===== config.mk =====
export PLATFORM = sky130hd
export DESIGN_NAME = uart_byte_tx
export DESIGN_NICKNAME = d
export VERILOG_FILES = /design/src/rtl/uart_byte_tx.sv
export SDC_FILE = /design/constraint.sdc
export NUM_CORES = 1
export LEC_CHECK = 0
export CORE_MARGIN = 1.5
export CORE_UTILIZATION = 50
export CTS_CLUSTER_SIZE = 20
export DETAILED_ROUTE_END_ITERATION = 6
export PLACE_DENSITY_LB_ADDON = 0.12
export SLEW_MARGIN = 5
export SYNTH_ARGS = -nofsm -noshare
export SYNTH_HDL_FRONTEND = slang
export SYNTH_SLANG_ARGS = --single-unit

===== constraint.sdc =====
create_clock -name sys_clk -period 2.8 [get_ports sys_clk]
set_input_delay 0.42 -clock sys_clk [delete_from_list [all_inputs] [get_ports sys_clk]]
set_output_delay 0.42 -clock sys_clk [all_outputs]
set_load 0.01 [all_outputs]

===== src/rtl/uart_byte_tx.sv =====
// ---------------------------------------------------------------------------
// uart_byte_tx
//   Serial transmit stage behind the RGB byte serializer. Each one-cycle
//   data_in_valid strobe presents a byte that is shifted out on tx as a UART
//   frame (start bit, 8 data bits LSB first, stop bit). A one-byte holding
//   buffer absorbs a strobe that arrives while a frame is in flight; a
//   further strobe while the buffer is full is dropped and flagged.
//
//   Optional feature macro: UART_TX_PARITY_EN
//     defined   -> an even-parity bit is sent between the data and stop bits
//     undefined -> plain 8N1 framing
//
// Parameters
//   BAUD_CNT_MAX   clock cycles per bit period (>= 2)
//
// Ports
//   sys_clk        system clock, rising edge
//   sys_rst        synchronous active-high reset
//   data_in        byte to send, sampled only with data_in_valid
//   data_in_valid  one-cycle strobe presenting data_in
//   tx             serial line, idles high
//   tx_busy        frame on the line or holding buffer occupied
//   tx_done        one-cycle pulse when a stop bit completes
//   overrun        one-cycle pulse when a strobed byte is dropped
// ---------------------------------------------------------------------------
module uart_byte_tx #(
    parameter int unsigned BAUD_CNT_MAX = 5208
) (
    input  logic       sys_clk,
    input  logic       sys_rst,
    input  logic [7:0] data_in,
    input  logic       data_in_valid,
    output logic       tx,
    output logic       tx_busy,
    output logic       tx_done,
    output logic       overrun
);

    localparam int unsigned CNT_W = (BAUD_CNT_MAX > 1) ? $clog2(BAUD_CNT_MAX) : 1;
    localparam logic [CNT_W-1:0] CNT_LAST = CNT_W'(BAUD_CNT_MAX - 1);
    localparam logic [2:0] LAST_BIT = 3'd7;

    typedef enum logic [2:0] {
        S_IDLE,
        S_START,
        S_DATA,
`ifdef UART_TX_PARITY_EN
        S_PARITY,
`endif
        S_STOP
    } state_t;

    state_t           state;
    state_t           state_nxt;
    logic [CNT_W-1:0] baud_cnt;
    logic [CNT_W-1:0] baud_cnt_nxt;
    logic [2:0]       bit_idx;
    logic [2:0]       bit_idx_nxt;
    logic [7:0]       shift_q;
    logic [7:0]       shift_nxt;
    logic [7:0]       hold_q;
    logic [7:0]       hold_nxt;
    logic             hold_full;
    logic             hold_full_nxt;
    logic             tx_nxt;
    logic             tx_busy_nxt;
    logic             tx_done_nxt;
    logic             overrun_nxt;
`ifdef UART_TX_PARITY_EN
    logic             parity_q;
    logic             parity_nxt;
`endif

    logic bit_end;
    logic stop_end;

    // Last cycle of the current bit period, and of the stop bit in particular
    assign bit_end  = (baud_cnt == CNT_LAST);
    assign stop_end = (state == S_STOP) && bit_end;

    // State and output registers
    always_ff @(posedge sys_clk) begin
        if (sys_rst) begin
            state     <= S_IDLE;
            baud_cnt  <= '0;
            bit_idx   <= '0;
            shift_q   <= '0;
            hold_q    <= '0;
            hold_full <= 1'b0;
            tx        <= 1'b1;
            tx_busy   <= 1'b0;
            tx_done   <= 1'b0;
            overrun   <= 1'b0;
`ifdef UART_TX_PARITY_EN
            parity_q  <= 1'b0;
`endif
        end else begin
            state     <= state_nxt;
            baud_cnt  <= baud_cnt_nxt;
            bit_idx   <= bit_idx_nxt;
            shift_q   <= shift_nxt;
            hold_q    <= hold_nxt;
            hold_full <= hold_full_nxt;
            tx        <= tx_nxt;
            tx_busy   <= tx_busy_nxt;
            tx_done   <= tx_done_nxt;
            overrun   <= overrun_nxt;
`ifdef UART_TX_PARITY_EN
            parity_q  <= parity_nxt;
`endif
        end
    end

    // Next-state, datapath and output decode
    always_comb begin
        state_nxt     = state;
        baud_cnt_nxt  = baud_cnt + CNT_W'(1);
        bit_idx_nxt   = bit_idx;
        shift_nxt     = shift_q;
        hold_nxt      = hold_q;
        hold_full_nxt = hold_full;
        tx_nxt        = tx;
        tx_done_nxt   = 1'b0;
        overrun_nxt   = 1'b0;
`ifdef UART_TX_PARITY_EN
        parity_nxt    = parity_q;
`endif

        case (state)
            S_IDLE: begin
                baud_cnt_nxt = '0;
                tx_nxt       = 1'b1;
                if (data_in_valid) begin
                    shift_nxt = data_in;
`ifdef UART_TX_PARITY_EN
                    parity_nxt = ^data_in;
`endif
                    state_nxt = S_START;
                    tx_nxt    = 1'b0;
                end
            end

            S_START: begin
                if (bit_end) begin
                    baud_cnt_nxt = '0;
                    bit_idx_nxt  = '0;
                    state_nxt    = S_DATA;
                    tx_nxt       = shift_q[0];
                end
            end

            S_DATA: begin
                if (bit_end) begin
                    baud_cnt_nxt = '0;
                    if (bit_idx == LAST_BIT) begin
`ifdef UART_TX_PARITY_EN
                        state_nxt = S_PARITY;
                        tx_nxt    = parity_q;
`else
                        state_nxt = S_STOP;
                        tx_nxt    = 1'b1;
`endif
                    end else begin
                        // shift_q[0] is always the bit currently on the line
                        bit_idx_nxt = bit_idx + 3'd1;
                        shift_nxt   = {1'b0, shift_q[7:1]};
                        tx_nxt      = shift_q[1];
                    end
                end
            end

`ifdef UART_TX_PARITY_EN
            S_PARITY: begin
                if (bit_end) begin
                    baud_cnt_nxt = '0;
                    state_nxt    = S_STOP;
                    tx_nxt       = 1'b1;
                end
            end
`endif

            S_STOP: begin
                if (bit_end) begin
                    baud_cnt_nxt = '0;
                    tx_done_nxt  = 1'b1;
                    if (hold_full) begin
                        // Buffered byte goes out with no idle gap
                        shift_nxt     = hold_q;
`ifdef UART_TX_PARITY_EN
                        parity_nxt    = ^hold_q;
`endif
                        hold_full_nxt = 1'b0;
                        state_nxt     = S_START;
                        tx_nxt        = 1'b0;
                    end else if (data_in_valid) begin
                        // Strobe on the stop-end cycle starts the next frame directly
                        shift_nxt = data_in;
`ifdef UART_TX_PARITY_EN
                        parity_nxt = ^data_in;
`endif
                        state_nxt = S_START;
                        tx_nxt    = 1'b0;
                    end else begin
                        state_nxt = S_IDLE;
                        tx_nxt    = 1'b1;
                    end
                end
            end

            default: begin
                state_nxt    = S_IDLE;
                baud_cnt_nxt = '0;
                tx_nxt       = 1'b1;
            end
        endcase

        // Strobe during a frame: fill the holding buffer or flag the drop.
        // On the stop-end cycle the buffer is being drained, so a strobe
        // refills it instead of overrunning; with the buffer empty the
        // strobe was already consumed as the next frame above.
        if (data_in_valid && (state != S_IDLE) && !(stop_end && !hold_full)) begin
            if (!hold_full || stop_end) begin
                hold_nxt      = data_in;
                hold_full_nxt = 1'b1;
            end else begin
                overrun_nxt = 1'b1;
            end
        end

        tx_busy_nxt = (state_nxt != S_IDLE) || hold_full_nxt;
    end

endmodule


======== After elaboration in Yosys (flattened, before gate mapping) ========
Index checks and enable logic that the tools add are counted.
word-level totals
  register bits ........................... 40
  output and inout bits ................... 4
  word-level logic and storage cells ...... 76
cells by class
  multiplexer cells ....................... 31
  reduce and logical (&&, ||, !) cells .... 21
  bitwise logic cells ..................... 3
  add/subtract/negate cells ............... 2
  equal/unequal tests ..................... 9
operators by type and width
  kind                     number
  $mux W8                  5
  $mux W3                  8
  $pmux W8 S3              1
  $mux W1                  14
  $add A13 B1 Y13 const B  1
  $eq A13 B13 Y1 const B   1
  $pmux W3 S4              1
  $reduce_bool A3 Y1       3
  $ne A2 B2 Y1 const B     4
  $reduce_and A4 Y1        2
  $eq A3 B2 Y1 const B     2
  $pmux W3 S2              1
  $reduce_or A3 Y1         2
  $logic_and A1 B1 Y1      4
  $pmux W1 S4              1
  $reduce_or A2 Y1         2
  $add A3 B1 Y3 const B    1
  $eq A3 B1 Y1 const B     1
  $eq A3 B3 Y1 const B     1
  $logic_not A3 Y1         1
  $not A1 Y1               3
  $reduce_and A3 Y1        1
  $logic_not A1 Y1         2
  $logic_or A1 B1 Y1       2
  other kinds (2)          2

======== Longest topological paths before layout ========
Gate-level depths: netlist of the first run.
  depth in word-level cells ............... 7
  depth in mapped cells ................... 7
  gate-level depth less buffers ........... 6

======== Worst setup path before layout of the first run ========
No wires, ideal clock.
  kind .................................... reg2reg
  start point ............................. reg baud_cnt[8]
  end point ............................... reg hold_q[0]
  setup time .............................. 0.072 ns
  data required time ...................... 2.728 ns
  stages on the path, launching flop included .. 6
  path slack .............................. 0.688 ns
  arrival ................................. 2.040 ns
  path through ............................ dfxtp_1 > or4b_4 > buf_6 > nor4_4 > mux2i_2 > mux2i_1
on the way
  cells in the longest elaborated chain, start to end .. 6
  elaborated cells between the ends (all ways) .. 7
  classes of those cells .................. eq/ne: 1; reduce/logical: 6
RTL lines
  item                             RTL line  source
  from (decl)                      55        logic [CNT_W-1:0] baud_cnt;
  from (signal assigned)           99        baud_cnt <= baud_cnt_nxt;
  $eq A13 B13 Y1 (*)               78        assign bit_end = (baud_cnt == CNT_LAST);
  $logic_and A1 B1 Y1 (*)          79        assign stop_end = (state == S_STOP) && bit_end;
  $logic_and A1 B1 Y1              221       if (data_in_valid && (state != S_IDLE) && !(stop_end && !hold_full)) begin
  $logic_not A1 Y1                 221
  $logic_and A1 B1 Y1              221
  $reduce_and A2 Y1 (no line) (*)  -
  to (signal assigned)             102       hold_q <= hold_nxt;
  to (decl)                        61        logic [7:0] hold_q;
Every way passes the cells marked *; elsewhere a longest branch is shown, timed or not.
A chain may end at the register's enable or synchronous reset.

======== Worst setup path in the final report of the first run ========
  start point ............................. reg baud_cnt[0]
  end point ............................... reg shift_q[5]
on the way
  cells in the longest elaborated chain, start to end .. 3
  elaborated cells between the ends (all ways) .. 4
  classes of those cells .................. eq/ne: 3; reduce/logical: 1
RTL lines
  item                             RTL line  source
  $eq A13 B13 Y1 (*)               78
  $ne A2 B2 Y1 (no line)           -
  $reduce_and A4 Y1 (no line) (*)  -
  to (signal assigned)             101       shift_q <= shift_nxt;
  to (decl)                        59        logic [7:0] shift_q;
Marked as above.

==> impl_metrics.tcl, run 1 <==
set metrics [dict create \
    status "completed" \
    syn2layout_area_growth_pct 13.0 \
    path_class "reg -> reg" \
    overflow 0 \
    rows 23 \
    drt-total-wl_um 4180 \
    synth_ff_type "dfxtp_1" \
    io_buffers 14 \
    hpwl_um 2960 \
    hold_viol 0 \
    switchingPower_mw 0.267 \
    synth_edf_count 0 \
    first_iter_violations 119 \
    clkPwrFrac_pct 39.8 \
    grt_setup_unrepaired "false" \
    die_area_mm2 0.00450 \
    post_cts_buffers 0 \
    grt_max_degree 27 \
    synthCells 239 \
    worst_setup_path_end_kind "register" \
    vdd_drop_max_uv 305 \
    vias 1666 \
    skew_ps 3.74 \
    cp_max_fo 8 \
    vias_per_cell 5.55 \
    hold_buffers 0 \
    die_w_um 67.1 \
    hold_path_class "reg -> reg" \
    setup_violations 0 \
    ios 15 \
    wl_per_cell_um 13.9 \
    setup_tns_ps 0 \
    synthArstFlopShare_pct 0 \
    total_power_mw 1.17 \
    comb_power_share_pct 8.5 \
    cts-htree-levels 2 \
    cts_resized 0 \
    cts_root_buf "clkbuf_8" \
    ys_types 48 \
    grt_antenna_before_repair 0 \
    max_freq_mhz 450 \
    syn_avg_cell_area_um2 8.59 \
    start_util_pct 51.7 \
    ant_nets 0 \
    drcViolationCount 0 \
    gr-usage-all-layers_pct 20.7 \
    seq_power_share_pct 51.7 \
    worst_slew_pin_slew_ps 678 \
    p_leak_nw 0.816 \
    synth-warning-count 0 \
    fin_nets 263 \
    final_common_cell "dfxtp_1" \
    grt_pass1_wl_um 6960 \
    p_int_mw 0.902 \
    clock_path_buffers 2 \
    slew_headroom_pct 54.8 \
    power.density_mw_per_mm2 504 \
    synth.cell_area_mm2 0.00205 \
    die_h_um 67.1 \
    cp.required_ps 2990 \
    coreArea_mm2 0.00397 \
    first_pass_iters 4 \
    synth_nets 253 \
    drive_gt1_share_pct 8.00 \
    clock_latency_ps 300 \
    cts_tree "yes" \
    grt_pass1_vias 1481 \
    insertedDiodeCount 0 \
    slew_violations 0 \
    crit_path_start_kind "register" \
    cts.clk_slew.worst_paths_ps 70 \
    synth.ff_latch_count 40 \
    max_cap_viol_count 0 \
    critical_path_arrival_ps 2410 \
    period_share_pct 79.3 \
    cts_sinks 40 \
    seq_area_frac_synth_pct 39.0 \
    switching_share_pct 22.8 \
    cts_buffers 5 \
    place_congestion 0.833 \
    min_period_ps 2220 \
    most-common-layout-cells "40 x dfxtp_1, 35 x nand2_1, 26 x nor2_1" \
]
==> path summary, 6_finish.rpt <==
| kind | start | end | slack (ps) | cells past startpoint |
|---|---|---|---|---|
| worst min register to register | hold_q[4] | hold_q[4] | 460 | 2 |
| worst min-delay path | hold_q[4] | hold_q[4] | 460 | 2 |
| worst max-delay path | baud_cnt[0] | shift_q[5] | 580 | 5 |
| worst max register to register | baud_cnt[0] | shift_q[5] | 580 | 5 |
==> cells in the mapped netlist (2+ instances only) <==
| library cell | instances | area share, % |
|---|---|---|
| a21oi_1 | 6 | 1.5 |
| a22o_1 | 7 | 3.0 |
| a22oi_1 | 7 | 2.6 |
| a32o_1 | 2 | 0.98 |
| buf_2 | 2 | 0.49 |
| clkbuf_1 | 10 | 1.8 |
| dfxtp_1 | 40 | 39 |
| ha_1 | 3 | 1.8 |
| inv_1 | 6 | 1.1 |
| mux2i_1 | 15 | 7.3 |
| nand2_1 | 35 | 6.4 |
| nand2b_1 | 9 | 2.7 |
| nand3_1 | 7 | 1.7 |
| nand4_1 | 2 | 0.61 |
| nor2_1 | 26 | 4.8 |
| nor2b_1 | 3 | 0.91 |
| nor3_1 | 3 | 0.73 |
| nor4_1 | 5 | 1.5 |
| o211ai_1 | 3 | 1.1 |
| o21ai_0 | 8 | 2.0 |
| o221a_2 | 2 | 1.1 |
| or2_2 | 2 | 0.61 |
| xnor2_1 | 9 | 3.8 |
| xor2_1 | 3 | 1.3 |
==> layout make-up <==
type                       instances  area, um^2
tap                               50        62.6
sequential                        40         801
fill                             361        1650
inverter                           6        22.5
multi-input combinational        180        1170
clock buffer                       6        72.6
timing repair buffer              16         155
clock inverter                     2        35.0
==> through the flow <==
stage                     instance area (um^2)  hold WS, ps  cells  utilization (%)  setup WS, ps
after floorplan                           2050          434    239                -           688
after global placement                    2210          451    292             55.7           607
after detailed placement                  2210          456    292             55.7           602
after CTS                                 2320          467    300             58.4           588
after global routing                      2320          484    300             58.4           386
final                                     2320          464    300             58.4           579
==> critical path, stage by stage (launching register included) <==
cell     delay, ps
dfxtp_1        400
ha_1           300
nand4_1        380
o31ai_1        530
a21oi_1        230
a22o_1         270
==> routing by layer <==
metal	global-route usage [%]	part of all wire, %	wire length (um)
met1	28.9	52	2150
met2	30.1	43	1810
met3	5.41	3.3	139
met4	8.16	1.7	73
met5	0	0	0
==> flip-flops by register name, summed over array words and instances, names as in the netlist <==
name	cells
overrun	1
shift_q	8
tx_done	1
baud_cnt	13
tx	1
hold_full	1
tx_busy	1
state	3
bit_idx	3
hold_q	8
==> kinds of logic (layout without fill, tap and decap cells) <==
group	after synthesis	in the layout	synth area share, %
compound gates	43	43	15.2
xor+xnor	12	12	5.12
fa+ha+maj	3	3	1.83
buf+inv	19	30	3.96
flops	40	40	39.0
mux	16	16	7.99
other cells	1	1	0.183
simple gates	105	105	26.6
==> power by group through the flow <==
stage	Sequential, mW	Combinational [mW]	Clock (mW)
3_3_place_gp	0.618	0.0986	0
2_1_floorplan	0.611	0.0662	0
6_report	0.604	0.0992	0.465
4_1_cts	0.604	0.0996	0.479
5_1_grt	0.607	0.110	0.499
3_5_place_dp	0.618	0.0994	0
Note: power is estimated with default switching activity, not from simulation.
==> run 2: changes to the inputs <==
==> constraint.sdc (replaced) <==
create_clock -name sys_clk -period 2.3 [get_ports sys_clk]
set_input_delay 0.345 -clock sys_clk [delete_from_list [all_inputs] [get_ports sys_clk]]
set_output_delay 0.345 -clock sys_clk [all_outputs]
set_load 0.01 [all_outputs]
==> impl_metrics.tcl, run 2 (synthesis gave the netlist of run 1 again) <==
set metrics [dict create \
    worst_setup_path_end_kind "register" \
    crit_path_start_kind "register" \
    critPathBufInv 0 \
    drive_gt1_share_pct 10.9 \
    clock_path_buffers 2 \
    cp.required_ps 2470 \
    cts.clk_slew.worst_paths_ps 80 \
    cts-htree-levels 2 \
    clock_latency_ps 290 \
    start_util_pct 51.7 \
    hold_path_class "reg -> reg" \
    cts_resized 0 \
    first_iter_violations 103 \
    drt-total-wl_um 4230 \
    skew_ps 6.82 \
    cp_slowest_stage_delay_ps 560 \
    die_area_mm2 0.00450 \
    crit_chain "ha_1, nand4_1, a2111o_1, o221a_2, nand4bb_1" \
    grt_pass1_wl_um 6990 \
    setup_violations 0 \
    gr-usage-all-layers_pct 21.0 \
    coreArea_mm2 0.00397 \
    hold_viol 0 \
    most-common-layout-cells "40 x dfxtp_1, 35 x nand2_1, 26 x nor2_1" \
    slew_headroom_pct 53.6 \
    cts_buffers 5 \
    top_register "baud_cnt" \
    insertedDiodeCount 0 \
    cts_tree "yes" \
    final_common_cell "dfxtp_1" \
    rows 23 \
    cts_root_buf "clkbuf_8" \
    grt_antenna_before_repair 0 \
    path_class "reg -> reg" \
    slew_violations 0 \
    power.density_mw_per_mm2 574 \
    hold_buffers 0 \
    wl_per_cell_um 13.8 \
    die_h_um 67.1 \
    hpwl_um 3010 \
    setup_tns_ps 0 \
    grt_max_degree 21 \
    grt_pass1_vias 1509 \
    place_congestion 0.882 \
    ant_nets 0 \
    nFillCells 370 \
    drcViolationCount 0 \
    reg_top3 "baud_cnt x13, hold_q x8, shift_q x8" \
    vdd_drop_max_uv 359 \
    critPathTopFamily "compound AO/OA/AOI/OAI gates" \
    max_freq_mhz 469 \
    first_pass_iters 4 \
    min_period_ps 2130 \
    largest_reg_flops 13 \
    ios 15 \
    io_buffers 14 \
    fin_nets 270 \
    worst_slew_pin_slew_ps 693 \
    cp_slowest_cell "a2111o_1" \
    placed_area_mm2 0.00229 \
    cp_max_fo 8 \
    syn2layout_area_growth_pct 16.3 \
    cp_num_cells 5 \
    design_area_mm2 0.00239 \
    post_cts_buffers 0 \
    max_cap_viol_count 0 \
    die_w_um 67.1 \
    vias 1692 \
    vias_per_cell 5.51 \
    period_share_pct 92.7 \
    overflow 0 \
    status "completed" \
    reg2reg_depth 5 \
    hold_depth 2 \
    cts_sinks 40 \
    critical_path_arrival_ps 2310 \
    grt_setup_unrepaired "false" \
    p_leak_nw 0.848 \
]
run 2: worst paths after layout:
kind                    start         to  slack, ps
setup / recovery  baud_cnt[0]    tx_busy        170
hold / removal      hold_q[5]  hold_q[5]        460
setup reg to reg  baud_cnt[0]    tx_busy        170
hold reg to reg     hold_q[5]  hold_q[5]        460
run 2: layer usage:
| metal | up-vias | global-route usage (%) | share of wire [%] |
|---|---|---|---|
| met5 | - | 0 | 0 |
| met2 | 21 | 29.8 | 43 |
| li1 | 881 | - | - |
| met4 | 0 | 10.7 | 0.95 |
| met3 | 2 | 4.05 | 3.0 |
| met1 | 788 | 29.6 | 53 |
run 2: cell type report:
type	instances	area, um^2	share of cell area [%]
Inverter	6	22.5	0.944
Timing Repair Buffer	23	233	9.75
Tap cell	50	62.6	2.62
Sequential cell	40	801	33.6
Clock buffer	6	82.6	3.46
Clock inverter	2	15.0	0.629
Multi-Input combinational cell	180	1170	49.0
run 2: worst register-to-register path: stages, from the launching register on:
cell and delay (ps):
dfxtp_1 390, ha_1 270, nand4_1 350, a2111o_1 560, o221a_2 260, nand4bb_1 190
run 2: report_power, final:
group,total (mW),leakage (nW),internal [mW],switching (mW)
registers,0.735,0.325,0.714,0.0204
clock network,0.502,0.0434,0.243,0.259
logic,0.133,0.479,0.0705,0.0620
total,1.37,0.848,1.03,0.342
run 2: metrics by stage:
stage	power (mW)	std cells	worst slack, ps	hold WS (ps)	util (%)
floorplan	0.824	239	188	434	-
global placement	0.883	299	192	444	57.6
detailed placement	0.884	299	152	451	57.6
CTS	1.39	307	155	463	60.1
global route	1.42	307	22.3	487	60.1
finish	1.37	307	168	458	60.1
==> run 3: changes to the inputs <==
--- a/config.mk
+++ b/config.mk
@@ -5,6 +5,7 @@
 export SDC_FILE = /design/constraint.sdc
 export NUM_CORES = 1
 export LEC_CHECK = 0
+export CAP_MARGIN = 20
 export CORE_MARGIN = 1.5
 export CORE_UTILIZATION = 50
 export CTS_CLUSTER_SIZE = 20
==> results of run 3 <==
No change in the layout: final DEF, timing and power equal those of run 2.
